**config.mk**
```make
export PLATFORM = sky130hd
export DESIGN_NAME = fifo_adv
export DESIGN_NICKNAME = d
export VERILOG_FILES = /design/src/rtl/fifo_adv.sv
export SDC_FILE = /design/constraint.sdc
export NUM_CORES = 1
export LEC_CHECK = 0
export ABC_CLOCK_PERIOD_IN_PS = 2200
export BUFFER_PORTS_ARGS = -buffer_cell sky130_fd_sc_hd__buf_4
export CAP_MARGIN = 20
export CORE_MARGIN = 2
export CORE_UTILIZATION = 53
export CTS_BUF_LIST = sky130_fd_sc_hd__clkbuf_16
export DETAILED_ROUTE_END_ITERATION = 10
export PLACE_DENSITY = 0.8
export REMOVE_ABC_BUFFERS = 1
export SLEW_MARGIN = 20
export SYNTH_ARGS = -nofsm -noshare
export SYNTH_HDL_FRONTEND = slang
export SYNTH_SLANG_ARGS = --single-unit
```
**constraint.sdc**
```tcl
create_clock -name clk -period 2.2 [get_ports clk]
set_input_delay 0.44 -clock clk [delete_from_list [all_inputs] [get_ports clk]]
set_output_delay 0.44 -clock clk [all_outputs]
set_load 0.01 [all_outputs]
```
**src/rtl/fifo_adv.sv**
```systemverilog
// Single-clock FIFO with programmable almost-full/almost-empty levels, sticky
// overflow/underflow flags, synchronous flush and selectable registered or FWFT read.
module fifo_adv #(
  parameter int N_BITS    = 8,
  parameter int N_SIZE    = 4,
  parameter int AF_THRESH = N_SIZE - 1,
  parameter int AE_THRESH = 1,
  parameter int FWFT      = 0
) (
  input  logic                         clk,
  input  logic                         rst_n,
  input  logic                         push,
  input  logic                         pop,
  input  logic                         flush,
  input  logic                         err_clr,
  input  logic [N_BITS-1:0]            data_in,
  output logic [N_BITS-1:0]            data_out,
  output logic                         full,
  output logic                         empty,
  output logic                         almost_full,
  output logic                         almost_empty,
  output logic [$clog2(N_SIZE+1)-1:0]  count,
  output logic                         overflow,
  output logic                         underflow
);

  localparam int CW = $clog2(N_SIZE + 1);
  localparam int PW = $clog2(N_SIZE);

  logic [N_BITS-1:0] mem [N_SIZE];
  logic [PW-1:0]     wr_ptr;
  logic [PW-1:0]     rd_ptr;
  logic [CW-1:0]     count_q;
  logic              pop_ok;
  logic              push_ok;
  logic              ovf_evt;
  logic              udf_evt;

  // Pointers wrap explicitly so depths that are not a power of two work.
  function automatic logic [PW-1:0] ptr_inc(input logic [PW-1:0] p);
    return (p == PW'(N_SIZE - 1)) ? '0 : p + PW'(1);
  endfunction

  assign count        = count_q;
  assign full         = (count_q == CW'(N_SIZE));
  assign empty        = (count_q == '0);
  assign almost_full  = (count_q >= CW'(AF_THRESH));
  assign almost_empty = (count_q <= CW'(AE_THRESH));

  // Flush masks both requests and any errors they would otherwise raise.
  assign pop_ok  = !flush && pop && !empty;
  assign push_ok = !flush && push && (!full || pop_ok);
  assign ovf_evt = !flush && push && full && !pop_ok;
  assign udf_evt = !flush && pop && empty;

  always_ff @(posedge clk) begin
    if (push_ok) begin
      mem[wr_ptr] <= data_in;
    end
  end

  always_ff @(posedge clk or negedge rst_n) begin
    if (!rst_n) begin
      wr_ptr  <= '0;
      rd_ptr  <= '0;
      count_q <= '0;
    end else if (flush) begin
      wr_ptr  <= '0;
      rd_ptr  <= '0;
      count_q <= '0;
    end else begin
      if (push_ok) begin
        wr_ptr <= ptr_inc(wr_ptr);
      end
      if (pop_ok) begin
        rd_ptr <= ptr_inc(rd_ptr);
      end
      case ({push_ok, pop_ok})
        2'b10:   count_q <= count_q + CW'(1);
        2'b01:   count_q <= count_q - CW'(1);
        default: count_q <= count_q;
      endcase
    end
  end

  // A fresh error in the same cycle as err_clr keeps its flag set.
  always_ff @(posedge clk or negedge rst_n) begin
    if (!rst_n) begin
      overflow  <= 1'b0;
      underflow <= 1'b0;
    end else begin
      overflow  <= ovf_evt || (overflow && !err_clr);
      underflow <= udf_evt || (underflow && !err_clr);
    end
  end

  generate
    if (FWFT != 0) begin : g_fwft
      assign data_out = empty ? '0 : mem[rd_ptr];
    end else begin : g_reg
      logic [N_BITS-1:0] dout_q;

      always_ff @(posedge clk or negedge rst_n) begin
        if (!rst_n) begin
          dout_q <= '0;
        end else if (flush) begin
          dout_q <= '0;
        end else if (pop_ok) begin
          dout_q <= mem[rd_ptr];
        end
      end

      assign data_out = dout_q;
    end
  endgenerate

endmodule

```
==> results.md <==
- Status: completed
- Critical-path cell list: inv_1 > ha_2 > nand2b_2 > inv_1 > buf_4
- Worst EP arrival: 1.61 ns
- Critical path startpoint category: flop
- Drt via density: 5.86
- DIE AREA: 4710 µm²
- Clk buf depth: 2
- Pins Over Slew Limit: 0
- CP startpoint: count[0]
- Switch Pwr: 742 µW
- DRT Wirelength: 4.26 mm
- Layout cells sized above 1: 0.309
- Pint: 1810 µW
- Crit path top cell by count: inv_1
- Gr ovfl total: 0
- Synth-to-layout area growth: 18.6%
- Switching share of power: 0.290
- Clock root cell: clkbuf_16
- Seq pwr share: 0.448
- Fin nets: 204
- Tmin final: 2.05 ns
- HPWL after DPL: 3.16 mm
- Max cap viols: 0
- Max-slew headroom at the worst pin: 0.602
- Syn Std Cell Area: 2210 µm²
- Initial antenna violation count: 0
- Hold Vio Cnt, Final: 0
- Setup crit end kind: output port
- Number of H-tree levels: 2
- LEAKAGE: 0.00107 µW
- GRT Total Usage: 0.203
- Seq/Total Area, Yosys: 0.626
- Num CTS Buffers: 5
- Path type of the worst setup path: flop to output port
- CP top delay family: buffers and inverters
- DRT iter0 DRCs: 103
- Pwr dens: 974 nW/µm²
- Vias: 1353
- Logic pwr share: 0.261
- Setup TNS: 0 ns
- Max Fclk: 0.488 GHz
- Worst clock skew: 0.00560 ns
- Hold/Removal Path Class: primary input to async pin
- Max Fanout on Critical Path: 11
- Worst IR drop on VDD: 644 µV
- Inserted Diodes: 0
- Remaining DRCs: 0
- CTS clock-pin slew for the worst setup and hold paths: 0.07 ns
- Mean post-synth cell area: 14.9 µm²
- Post-DR wirelength/cell: 18.5 µm
- Worst-Margin Slew: 0.598 ns
- Library cells used by synthesis: 37
- Placer Congestion: 0.747
- Number of synthesis warnings: 0
- Max stage delay on crit path: 0.43 ns
- # IOs: 31
- Die H: 68.6 µm
- Synthesis-stage register bit count: 49
- Resize count post-CTS: 1
- Unrepaired setup endpoints after global routing: false
- Clock Power Share: 0.291
- Number of global-route vias before repair: 1348
- Row Count: 23
- Core area: 4000 µm²
- PortBufs: 30
- Starting Density: 0.553
- CP required: 1.76 ns
- CP max stage cell: dfrtp_1
- Layout filler cell count: 299
- Cells after Synth: 149
- Buf+Inv Stages, Crit Path: 3
- Tcrit/Tclk final: 0.931
- Reg2Reg Launch Point: count[0]
- Post-cts hold buffer count: 0
- Dpl ws: 0.0644 ns
- Pin count of the biggest net entering global routing: 18
- Latest clock arrival within the worst-skew pair: 0.29 ns
- CTS sink count: 49
- Final Setup Violations: 0
- Setup bufs post-CTS: 0
- Pre-antenna DRT Iters: 4
- Final worst slack: 0.151 ns
- CTS tree: done
- Die W: 68.6 µm
- ANT nets after route: 0
- First-pass GRT wire length: 6.67 mm
[final cells by class]
cell class                 count  area, µm²  share of cell area
clock buffer                   5        125              0.0477
clock inverter                 3       22.5             0.00858
inverter                       9       33.8              0.0129
multi-input combinational     84        762               0.290
sequential                    49       1390               0.528
tap                           50       62.6              0.0238
timing repair buffer          31        233              0.0887
[Yosys cell counts]
cell type	instances	area share
clkinv_1	1	0.0017
buf_6	1	0.0051
nand2b_1	3	0.0085
or4_1	2	0.0068
a31o_1	8	0.032
or3_1	1	0.0028
o21ai_0	4	0.0090
ha_1	10	0.057
edfxtp_1	32	0.43
nor4bb_1	1	0.0045
nor2_1	7	0.012
a311oi_1	1	0.0040
xnor2_1	2	0.0079
o22ai_1	1	0.0028
a32o_1	1	0.0045
and2b_1	1	0.0034
nor2b_1	3	0.0085
and3b_1	1	0.0040
a21oi_1	6	0.014
mux4_2	8	0.081
buf_4	1	0.0034
a221oi_1	1	0.0040
mux2_2	2	0.010
or2b_1	1	0.0034
o221ai_1	1	0.0040
nand2_1	1	0.0017
and2_1	5	0.014
dfrtp_1	17	0.19
a22o_1	1	0.0040
inv_1	8	0.014
nand3_1	1	0.0023
and3_1	8	0.023
nor3b_1	1	0.0034
o221a_2	1	0.0051
buf_2	3	0.0068
nand3b_1	1	0.0034
clkbuf_1	2	0.0034
[worst paths after layout]
path / end / slack, ns / cells past startpoint
max in group asynchronous: wr_ptr[1] / 2.00 / 1
setup / recovery: empty / 0.15 / 5
hold reg to reg: data_out[6] / 0.52 / 1
setup reg to reg: mem[3][5] / 0.25 / 5
hold / removal: data_out[3] / 0.007 / 1
min in group clk: mem[2][0] / 0.36 / 1
[cells by family after synthesis]
kind of cell,share of synthesized area
muxes,0.0916
buffers and inverters,0.0339
xor gates and xnor gates,0.00792
AOI/OAI and AO/OA,0.0825
and+or+nand+nor,0.101
DFF,0.626
adders and majority gates,0.0565
[layer usage]
metal | global-route usage | up-vias | part of all wire
li1 | - | 622 | -
met1 | 0.259 | 678 | 0.42
met2 | 0.332 | 44 | 0.49
met3 | 0.0617 | 9 | 0.067
met4 | 0.0650 | 0 | 0.019
met5 | 0 | - | 0
[flip-flops by register name (all words and copies together), names as in the netlist]
signal	count
count	3
data_out	8
mem	32
overflow	1
rd_ptr	2
underflow	1
wr_ptr	2
[stage by stage]
| step | power [µW] | cells | area (µm²) | hold WS [ns] | utilization |
|---|---|---|---|---|---|
| finish | 2560 | 231 | 2630 | 0.00662 | 0.656 |
| global route | 2690 | 231 | 2630 | 0.0198 | 0.656 |
| CTS | 2570 | 231 | 2620 | 0.0127 | 0.654 |
| detailed placement | 1830 | 223 | 2470 | 0.322 | 0.617 |
| global placement | 1790 | 223 | 2470 | 0.316 | 0.617 |
| floorplan | 1530 | 142 | 2170 | 0.144 | - |
[worst reg2reg max path, delay by kind of cell, from the launching register on]
| family | cells | cell delay [ns] |
|---|---|---|
| and+or+nand+nor | 3 | 0.84 |
| DFF | 1 | 0.42 |
| adders and majority gates | 1 | 0.25 |
| buffers and inverters | 1 | 0.13 |
[power groups by stage]
stage | registers [µW] | logic [µW] | clock network [µW]
after floorplan | 1170 | 360 | 0
after global placement | 1150 | 631 | 0
after detailed placement | 1160 | 661 | 0
after CTS | 1150 | 670 | 756
after global routing | 1160 | 738 | 793
final | 1140 | 668 | 744
[layout by cell type (no fill, tap or decap), types with 3 or more instances in the layout]
| master | netlist | final |
|---|---|---|
| clkinvlp_4 | 0 | 3 |
| nor2b_1 | 3 | 3 |
| edfxtp_1 | 32 | 32 |
| a21oi_1 | 6 | 6 |
| and2_2 | 0 | 4 |
| mux4_2 | 8 | 8 |
| and3_1 | 8 | 8 |
| buf_4 | 1 | 31 |
| o21ai_0 | 4 | 4 |
| ha_1 | 10 | 9 |
| dfrtp_1 | 17 | 17 |
| inv_1 | 8 | 8 |
| clkbuf_16 | 0 | 5 |
| nor2_1 | 7 | 7 |
| a31o_1 | 8 | 8 |
Note: power is estimated with default switching activity, not from simulation.
